===== config.mk =====
export PLATFORM = sky130hd
export DESIGN_NAME = cc_resolve
export DESIGN_NICKNAME = d
export VERILOG_FILES = /design/src/rtl/pipe_pkg.sv /design/src/rtl/cc_resolve.sv
export SDC_FILE = /design/constraint.sdc
export NUM_CORES = 1
export LEC_CHECK = 0
export BUFFER_PORTS_ARGS = -buffer_cell sky130_fd_sc_hd__buf_2
export CAP_MARGIN = 20
export CORE_AREA = 2 2 39 41
export DETAILED_ROUTE_END_ITERATION = 12
export DIE_AREA = 0 0 41 43
export GPL_TIMING_DRIVEN = 1
export PLACE_DENSITY = 0.72
export SYNTH_ARGS = -nofsm -noshare
export SYNTH_HDL_FRONTEND = slang
export SYNTH_SLANG_ARGS = --single-unit

===== constraint.sdc =====
create_clock -name clk -period 1.2 [get_ports clk]
set_input_delay 0.06 -clock clk [delete_from_list [all_inputs] [get_ports clk]]
set_output_delay 0.06 -clock clk [all_outputs]
set_load 0.02 [all_outputs]

===== src/rtl/pipe_pkg.sv =====
// Shared pipeline definitions: condition-select encodings, RF address width
// and the architectural flag pair.
package pipe_pkg;

    localparam int unsigned RF_AW  = 3;
    localparam int unsigned COND_W = 2;

    localparam logic [1:0] COND_ALWAYS = 2'b00;
    localparam logic [1:0] COND_C      = 2'b01;
    localparam logic [1:0] COND_Z      = 2'b10;

    typedef struct packed {
        logic c;
        logic z;
    } flags_t;

endpackage


===== src/rtl/cc_resolve.sv =====
// EX-stage flag resolver: holds carry/zero, gates conditional instructions,
// tracks the deferred load zero-flag and produces the gated RF write port.
module cc_resolve #(
    parameter int unsigned RF_AW  = pipe_pkg::RF_AW,
    parameter int unsigned COND_W = pipe_pkg::COND_W
) (
    input  logic              clk,
    input  logic              reset,
    input  logic              ex_valid,
    input  logic [COND_W-1:0] ex_cond,
    input  logic              ex_wr_c,
    input  logic              ex_wr_z,
    input  logic              ex_is_load,
    input  logic              ex_rf_we,
    input  logic [RF_AW-1:0]  ex_rd,
    input  logic              alu_carry,
    input  logic              alu_zero,
    input  logic              mem_zero_valid,
    input  logic              mem_zero,
    input  logic              flush,
    output logic              flag_c,
    output logic              flag_z,
    output logic              cond_ok,
    output logic              stall,
    output logic              wb_rf_we,
    output logic [RF_AW-1:0]  wb_rd
);

    import pipe_pkg::*;

    flags_t             flags_q, flags_d;
    logic               z_pend_q, z_pend_d;
    logic               wb_rf_we_q, wb_rf_we_d;
    logic [RF_AW-1:0]   wb_rd_q, wb_rd_d;
    logic               accept;
    logic               commit;

    // Condition evaluation; a zero still owed by a load cannot satisfy COND_Z.
    always_comb begin
        cond_ok = 1'b1;
        case (ex_cond)
            COND_W'(COND_ALWAYS): cond_ok = 1'b1;
            COND_W'(COND_C):      cond_ok = flags_q.c;
            COND_W'(COND_Z):      cond_ok = flags_q.z & ~z_pend_q;
            default:              cond_ok = 1'b1;
        endcase
    end

    assign stall  = ex_valid & (ex_cond == COND_W'(COND_Z)) & z_pend_q;
    assign accept = ex_valid & ~stall & ~flush;
    assign commit = accept & cond_ok;

    // Next state: MEM resolution first, then the younger EX commit overrides.
    always_comb begin
        flags_d    = flags_q;
        z_pend_d   = z_pend_q;
        wb_rf_we_d = commit & ex_rf_we;
        wb_rd_d    = wb_rd_q;

        if (mem_zero_valid && z_pend_q) begin
            flags_d.z = mem_zero;
            z_pend_d  = 1'b0;
        end

        if (commit) begin
            wb_rd_d = ex_rd;
            if (ex_wr_c) begin
                flags_d.c = alu_carry;
            end
            if (ex_wr_z && !ex_is_load) begin
                flags_d.z = alu_zero;
            end
            if (ex_wr_z && ex_is_load) begin
                z_pend_d = 1'b1;
            end
        end
    end

    always_ff @(posedge clk) begin
        if (reset) begin
            flags_q    <= '0;
            z_pend_q   <= 1'b0;
            wb_rf_we_q <= 1'b0;
            wb_rd_q    <= '0;
        end else begin
            flags_q    <= flags_d;
            z_pend_q   <= z_pend_d;
            wb_rf_we_q <= wb_rf_we_d;
            wb_rd_q    <= wb_rd_d;
        end
    end

    assign flag_c   = flags_q.c;
    assign flag_z   = flags_q.z;
    assign wb_rf_we = wb_rf_we_q;
    assign wb_rd    = wb_rd_q;

endmodule


==> results of run 1 <==
[worst max path at each step]
stage / start / endpoint / slack, ps / cells past startpoint
6_report: z_pend_q$_SDFF_PP0_ / cond_ok / 10 / 4
3_3_place_gp: ex_cond[0] / wb_rd[1]$_SDFFE_PP0P_ / -60 / 6
4_1_cts: z_pend_q$_SDFF_PP0_ / wb_rd[1]$_SDFFE_PP0P_ / -30 / 3
3_5_place_dp: ex_cond[0] / wb_rd[2]$_SDFFE_PP0P_ / -90 / 6
5_1_grt: z_pend_q$_SDFF_PP0_ / wb_rd[1]$_SDFFE_PP0P_ / -70 / 3
2_1_floorplan: flag_c$_SDFFE_PP0P_ / flag_c$_SDFFE_PP0P_ / 70 / 3
[what timing repair did]
item | CTS | global route
pin swaps | 1 | 3
setup buffers | 1 | 0
gates resized for setup | 4 | 1
setup endpoints to repair | 4 | 8
[power by group through the flow]
| stage | clock network [mW] | registers [mW] | logic, mW |
|---|---|---|---|
| final | 0.217 | 0.245 | 0.120 |
| after global routing | 0.238 | 0.245 | 0.130 |
| after CTS | 0.227 | 0.245 | 0.117 |
| after detailed placement | 0 | 0.249 | 0.109 |
| after global placement | 0 | 0.249 | 0.107 |
| after floorplan | 0 | 0.257 | 0.0556 |
[layout by cell type (no fill, tap or decap)]
master / count
mux2i_1: 5
dfxtp_2: 3
a21oi_4: 1
nand2_1: 10
inv_1: 3
a211oi_4: 1
nor3b_1: 1
a21boi_0: 1
buf_6: 1
nand4bb_1: 1
nand3b_4: 1
a41o_1: 1
clkbuf_4: 3
and2_4: 1
a211oi_2: 1
buf_2: 23
a2111oi_4: 1
ha_1: 2
buf_4: 1
inv_2: 1
clkinv_2: 1
nand2b_1: 1
o21ai_0: 1
and3_1: 3
dfxtp_1: 4
[kinds of logic after synthesis]
family,Yosys count
AND/OR/NAND/NOR,18
AO/OA/AOI/OAI,7
flip-flops,7
buffers and inverters,5
multiplexers,5
adder cells (fa/ha/maj),2
[flip-flops by register name (all words and copies together) (netlist names)]
register and flops:
wb_rd 3, flag_c 1, flag_z 1, wb_rf_we 1
z_pend_q 1
[per-layer routing]
layer	vias up	global-route usage, %	part of all wire (%)
met5	-	0	0
met4	0	10.0	0
met3	0	3.14	7.8
met2	15	20.9	53
met1	187	12.0	39
li1	211	-	-
[area by class of cell]
| type | count | area (sq um) | area share, % |
|---|---|---|---|
| Inverter | 4 | 15.0 | 2.40 |
| Clock inverter | 1 | 5.00 | 0.802 |
| Tap cell | 16 | 20.0 | 3.21 |
| Multi-Input combinational cell | 32 | 284 | 45.5 |
| Sequential cell | 7 | 144 | 23.0 |
| Timing Repair Buffer | 25 | 134 | 21.4 |
| Clock buffer | 3 | 22.5 | 3.61 |
[metrics by stage]
step	util (%)	instances	power (mW)	hold WS (ps)	cell area, sq um
after CTS	44.8	88	0.588	16.1	621
after floorplan	-	44	0.312	195	433
final	45.1	88	0.581	38.9	624
after global routing	45.1	88	0.613	48.1	624
after global placement	41.1	83	0.356	296	569
after detailed placement	41.1	83	0.358	291	569
[critical path: cells and delay by family, from the launching register on]
kind / cells / cell delay, ps
flip-flops: 1 / 340
buffers and inverters: 2 / 270
AND/OR/NAND/NOR: 2 / 250
==> flow_summary.yaml, run 1 <==
status:
  status: "complete, no violations"
detailed_routing:
  dr.first_iter.drc_count: 4
  drcViolationCount: 0
  wl_per_cell_um: 11.4
  wirelength_um: 999
  via_count: 413
  drtPass1Iterations: 2
  ant_nets: 0
  via_per_inst: 4.69
synthesis:
  avgSynthCellArea_sq_um: 9.78
  syn_nets: 63
  synthFlopType: "dfxtp_1"
  synthArstFlopShare_pct: 0
  synth_top_family_by_area: "simple AND/OR/NAND/NOR gates"
  synthXorXnorAreaFrac_pct: 0
  synth_cells: 44
  synthAdderAreaFrac_pct: 5.81
  muxShareOfSynthArea_pct: 11.6
  synth_top_area_share_pct: 32.6
  synth-edff-count: 0
  synth_seq_area_share_pct: 32.6
  yosysMostFrequentCell: "nand2_1"
  ys_warn_count: 0
  synth_compound_area_share_pct: 20.1
  synthTopCellsByCount: "nand2_1 (10), dfxtp_1 (7), mux2i_1 (5)"
  syn_area_sq_um: 430
  ys_seq_elements: 7
  synthSimpleGateAreaFrac_pct: 25.6
  ys_top_cells_by_area: "dfxtp_1 (33%), mux2i_1 (12%), nand2_1 (8.7%)"
  post-synth-top-area-cell: "dfxtp_1"
  synth_cell_types: 20
worst_hold_path:
  hold_path.startpoint: "ex_rf_we"
  holdPathStages: 2
  hp-class: "in -> reg"
  hold_path_end: "wb_rf_we$_SDFF_PP0_"
pwr:
  cellLeakagePower_nw: 0.336
  clkPwrFrac_pct: 37.3
  p_sw_share_pct: 28.2
  max-vdd-ir-drop_v: 0.000412
  power_density_nw_per_um2: 931
  seq_power_share_pct: 42.1
  p_int_mw: 0.417
  p_sw_mw: 0.164
  power_frac_comb_pct: 20.6
worst_setup_path:
  rr_worst_depth: 3
  crit_path_max_incr_delay_ps: 340
  cp-end-kind: "output port"
  slowest_stage: "dfxtp_2"
  cp-start-kind: "flip-flop"
  crit_path_max_fanout: 6
  worstPathRequired_ps: 1140
  rrSetupSlack_ps: 10
  path_class: "reg -> out"
  reg2reg_to: "wb_rd[1]$_SDFFE_PP0P_"
  reg2reg_from: "z_pend_q$_SDFF_PP0_"
  crit_arrival_ps: 1130
  worstPathCellList: "nand3b_4 -> buf_4 -> nand2_1 -> buf_6"
sta:
  fin_skew_ps: 8.62
  rsz0062_at_grt: "yes"
  setup_violations: 0
  tns_ps: 0
  period_needed_ps: 1190
  worst_pin_slew_ps: 338
  setup_ws_ps: 12.6
  finalCritPeriodShare_pct: 98.9
  finalMaxSlewViolations: 0
  max_slew_margin_pct: 77.4
  finalHoldViolCount: 0
  fmax_mhz: 842
clock_tree:
  clock_sinks: 7
  clock_path_buffers: 2
  clk_pin_slew_ps: 60
  cts-root-buf: "clkbuf_4"
  cts_made_buffers: 3
  postCtsHoldBufs: 0
  cts_tree: "yes"
  clock_latency_ps: 260
  h-tree-depth: 1
die:
  io_pins: 25
  initial_core_util_pct: 31.1
  die_x_um: 41
  core_sq_um: 1380
  rows: 14
  die_y_um: 43
  die_area_sq_um: 1760
placement:
  post-dp-hpwl_um: 786
  place_ws_ps: -93.6
  place_congestion: 0.621
  port-buffer-count: 24
global_route:
  grt_start_max_net_pins: 13
  grt_usage_pct: 12.6
  grt_pass1_wl_mm: 1.48
  grt_pass1_vias: 399
  antenna_found_initial: 0
  overflow: 0
run:
  maxCapViolations: 0
cells_and_area:
  drive_gt1_share_pct: 54.2
  syn_to_final_growth_pct: 45.1
  diodes: 0
  fin_nets: 92
  fillers: 140
Power figures use the tool's default switching activity.
==> inputs of run 2 (changes only) <==
Settings changed: GPL_TIMING_DRIVEN 1 to not set, RECOVER_POWER set to 100.
==> run 2 against run 1 <==
Against the previous run: register-to-register slack about the same; hold slack about the same; die area unchanged; critical path type unchanged; count of clock-buffer cells in the layout unchanged; cell count unchanged; critical path depth unchanged; flip-flop and latch count unchanged; non-clock buffer count unchanged.
==> flow_summary.yaml, run 2 (synthesis gave the netlist of run 1 again) <==
status:
  status: "complete, no violations"
die:
  die_y_um: 43
  rows: 14
  die_x_um: 41
  io_pins: 25
  initial_core_util_pct: 31.1
  die_area_sq_um: 1760
  core_sq_um: 1380
worst_hold_path:
  hold_path.startpoint: "ex_rf_we"
  hold_path_end: "wb_rf_we$_SDFF_PP0_"
  hp-class: "in -> reg"
  holdPathStages: 2
clock_tree:
  h-tree-depth: 1
  postCtsHoldBufs: 0
  cts_made_buffers: 3
  clock_sinks: 7
  clk_pin_slew_ps: 60
  cts_tree: "yes"
  clock_latency_ps: 260
  clock_path_buffers: 2
  cts-root-buf: "clkbuf_4"
worst_setup_path:
  cp-end-kind: "output port"
  rrSetupSlack_ps: 20
  path_class: "reg -> out"
  crit_arrival_ps: 1130
  rr_worst_depth: 3
  worstPathRequired_ps: 1140
  reg2reg_to: "wb_rd[1]$_SDFFE_PP0P_"
  reg2reg_from: "z_pend_q$_SDFF_PP0_"
  crit_path_max_fanout: 6
  cp-start-kind: "flip-flop"
pwr:
  seq_power_share_pct: 42.3
  power_frac_comb_pct: 20.4
  p_sw_share_pct: 28.4
  cellLeakagePower_nw: 0.305
  clkPwrFrac_pct: 37.4
  p_int_mw: 0.415
  p_sw_mw: 0.164
  p_total_mw: 0.579
  power_density_nw_per_um2: 941
  max-vdd-ir-drop_v: 0.000410
cells_and_area:
  fin_nets: 92
  syn_to_final_growth_pct: 43.0
  final_util_pct: 44.5
  largest_reg_flops: 3
  drive_gt1_share_pct: 44.4
  layout_common_cells: "buf_2 (16), nand2_1 (10), clkbuf_1 (7), mux2i_1 (5), dfxtp_1 (4)"
  diodes: 0
  stdcell_area_sq_um: 616
  final_common_cell: "buf_2"
detailed_routing:
  wl_per_cell_um: 11.4
  ant_nets: 0
  dr.first_iter.drc_count: 4
  via_per_inst: 4.69
  drcViolationCount: 0
  via_count: 413
  wirelength_mm: 1.01
  drtPass1Iterations: 2
sta:
  setup_violations: 0
  worst_pin_slew_ps: 338
  finalCritPeriodShare_pct: 98.8
  finalHoldViolCount: 0
  finalMaxSlewViolations: 0
  fmax_mhz: 843
  period_needed_ps: 1190
  max_slew_margin_pct: 77.4
  rsz0062_at_grt: "yes"
  fin_skew_ps: 8.62
  hold_slack_ps: 38.9
global_route:
  grt_start_max_net_pins: 13
  grt_usage_pct: 12.6
  grt_pass1_vias: 399
  antenna_found_initial: 0
  grt_pass1_wl_mm: 1.48
  overflow: 0
placement:
  postPlaceCellArea_sq_um: 569
  post-dp-hpwl_um: 786
  port-buffer-count: 24
  place_congestion: 0.621
run:
  maxCapViolations: 0
[run 2: worst max path at each step]
stage / from / cells after the start / endpoint / slack (ps)
floorplan: flag_c$_SDFFE_PP0P_ / 3 / flag_c$_SDFFE_PP0P_ / 70
global placement: ex_cond[0] / 6 / wb_rd[1]$_SDFFE_PP0P_ / -60
detailed placement: ex_cond[0] / 6 / wb_rd[2]$_SDFFE_PP0P_ / -90
CTS: z_pend_q$_SDFF_PP0_ / 3 / wb_rd[1]$_SDFFE_PP0P_ / -30
global route: z_pend_q$_SDFF_PP0_ / 3 / wb_rd[1]$_SDFFE_PP0P_ / -70
finish: z_pend_q$_SDFF_PP0_ / 4 / cond_ok / 10
[run 2: area by class of cell]
cell class,count,area [sq um]
Fill cell,141,768
Multi-Input combinational cell,32,284
Sequential cell,7,144
Timing Repair Buffer,25,125
Clock buffer,3,22.5
Tap cell,16,20.0
Inverter,4,15.0
Clock inverter,1,5.00
[run 2: stage by stage]
stage                     setup slack, ps  std cells  TNS, ps
after floorplan                      71.2         44        0
after global placement              -56.2         83     -261
after detailed placement            -93.6         83     -468
after CTS                           -33.1         88    -75.4
after global routing                -73.3         88     -235
final                                13.9         88        0
[run 2: power groups by stage]
stage               combinational, mW  clock (mW)  sequential [mW]
floorplan                      0.0556           0            0.257
global placement                0.107           0            0.249
detailed placement              0.109           0            0.249
CTS                             0.117       0.227            0.245
global route                    0.128       0.238            0.245
finish                          0.118       0.217            0.245
[run 2: critical path, stage by stage (launching register included)]
cell,delay [ps]
dfxtp_2,340
nand3b_4,190
buf_4,160
nand2_1,60
buf_6,110
[run 2: repair_timing]
action                     4_1_cts  5_1_grt
resized for setup                4        1
cloned                           0        0
pin swaps                        1        3
buffers inserted                 1        0
setup endpoints to repair        4        8
[run 2: metal layers]
metal,up-vias,global-route usage [%],share of wire [%]
li1,211,-,-
met1,187,12.0,39
met2,15,20.9,52
met3,0,3.14,8.3
met4,0,10.0,0
met5,-,0,0
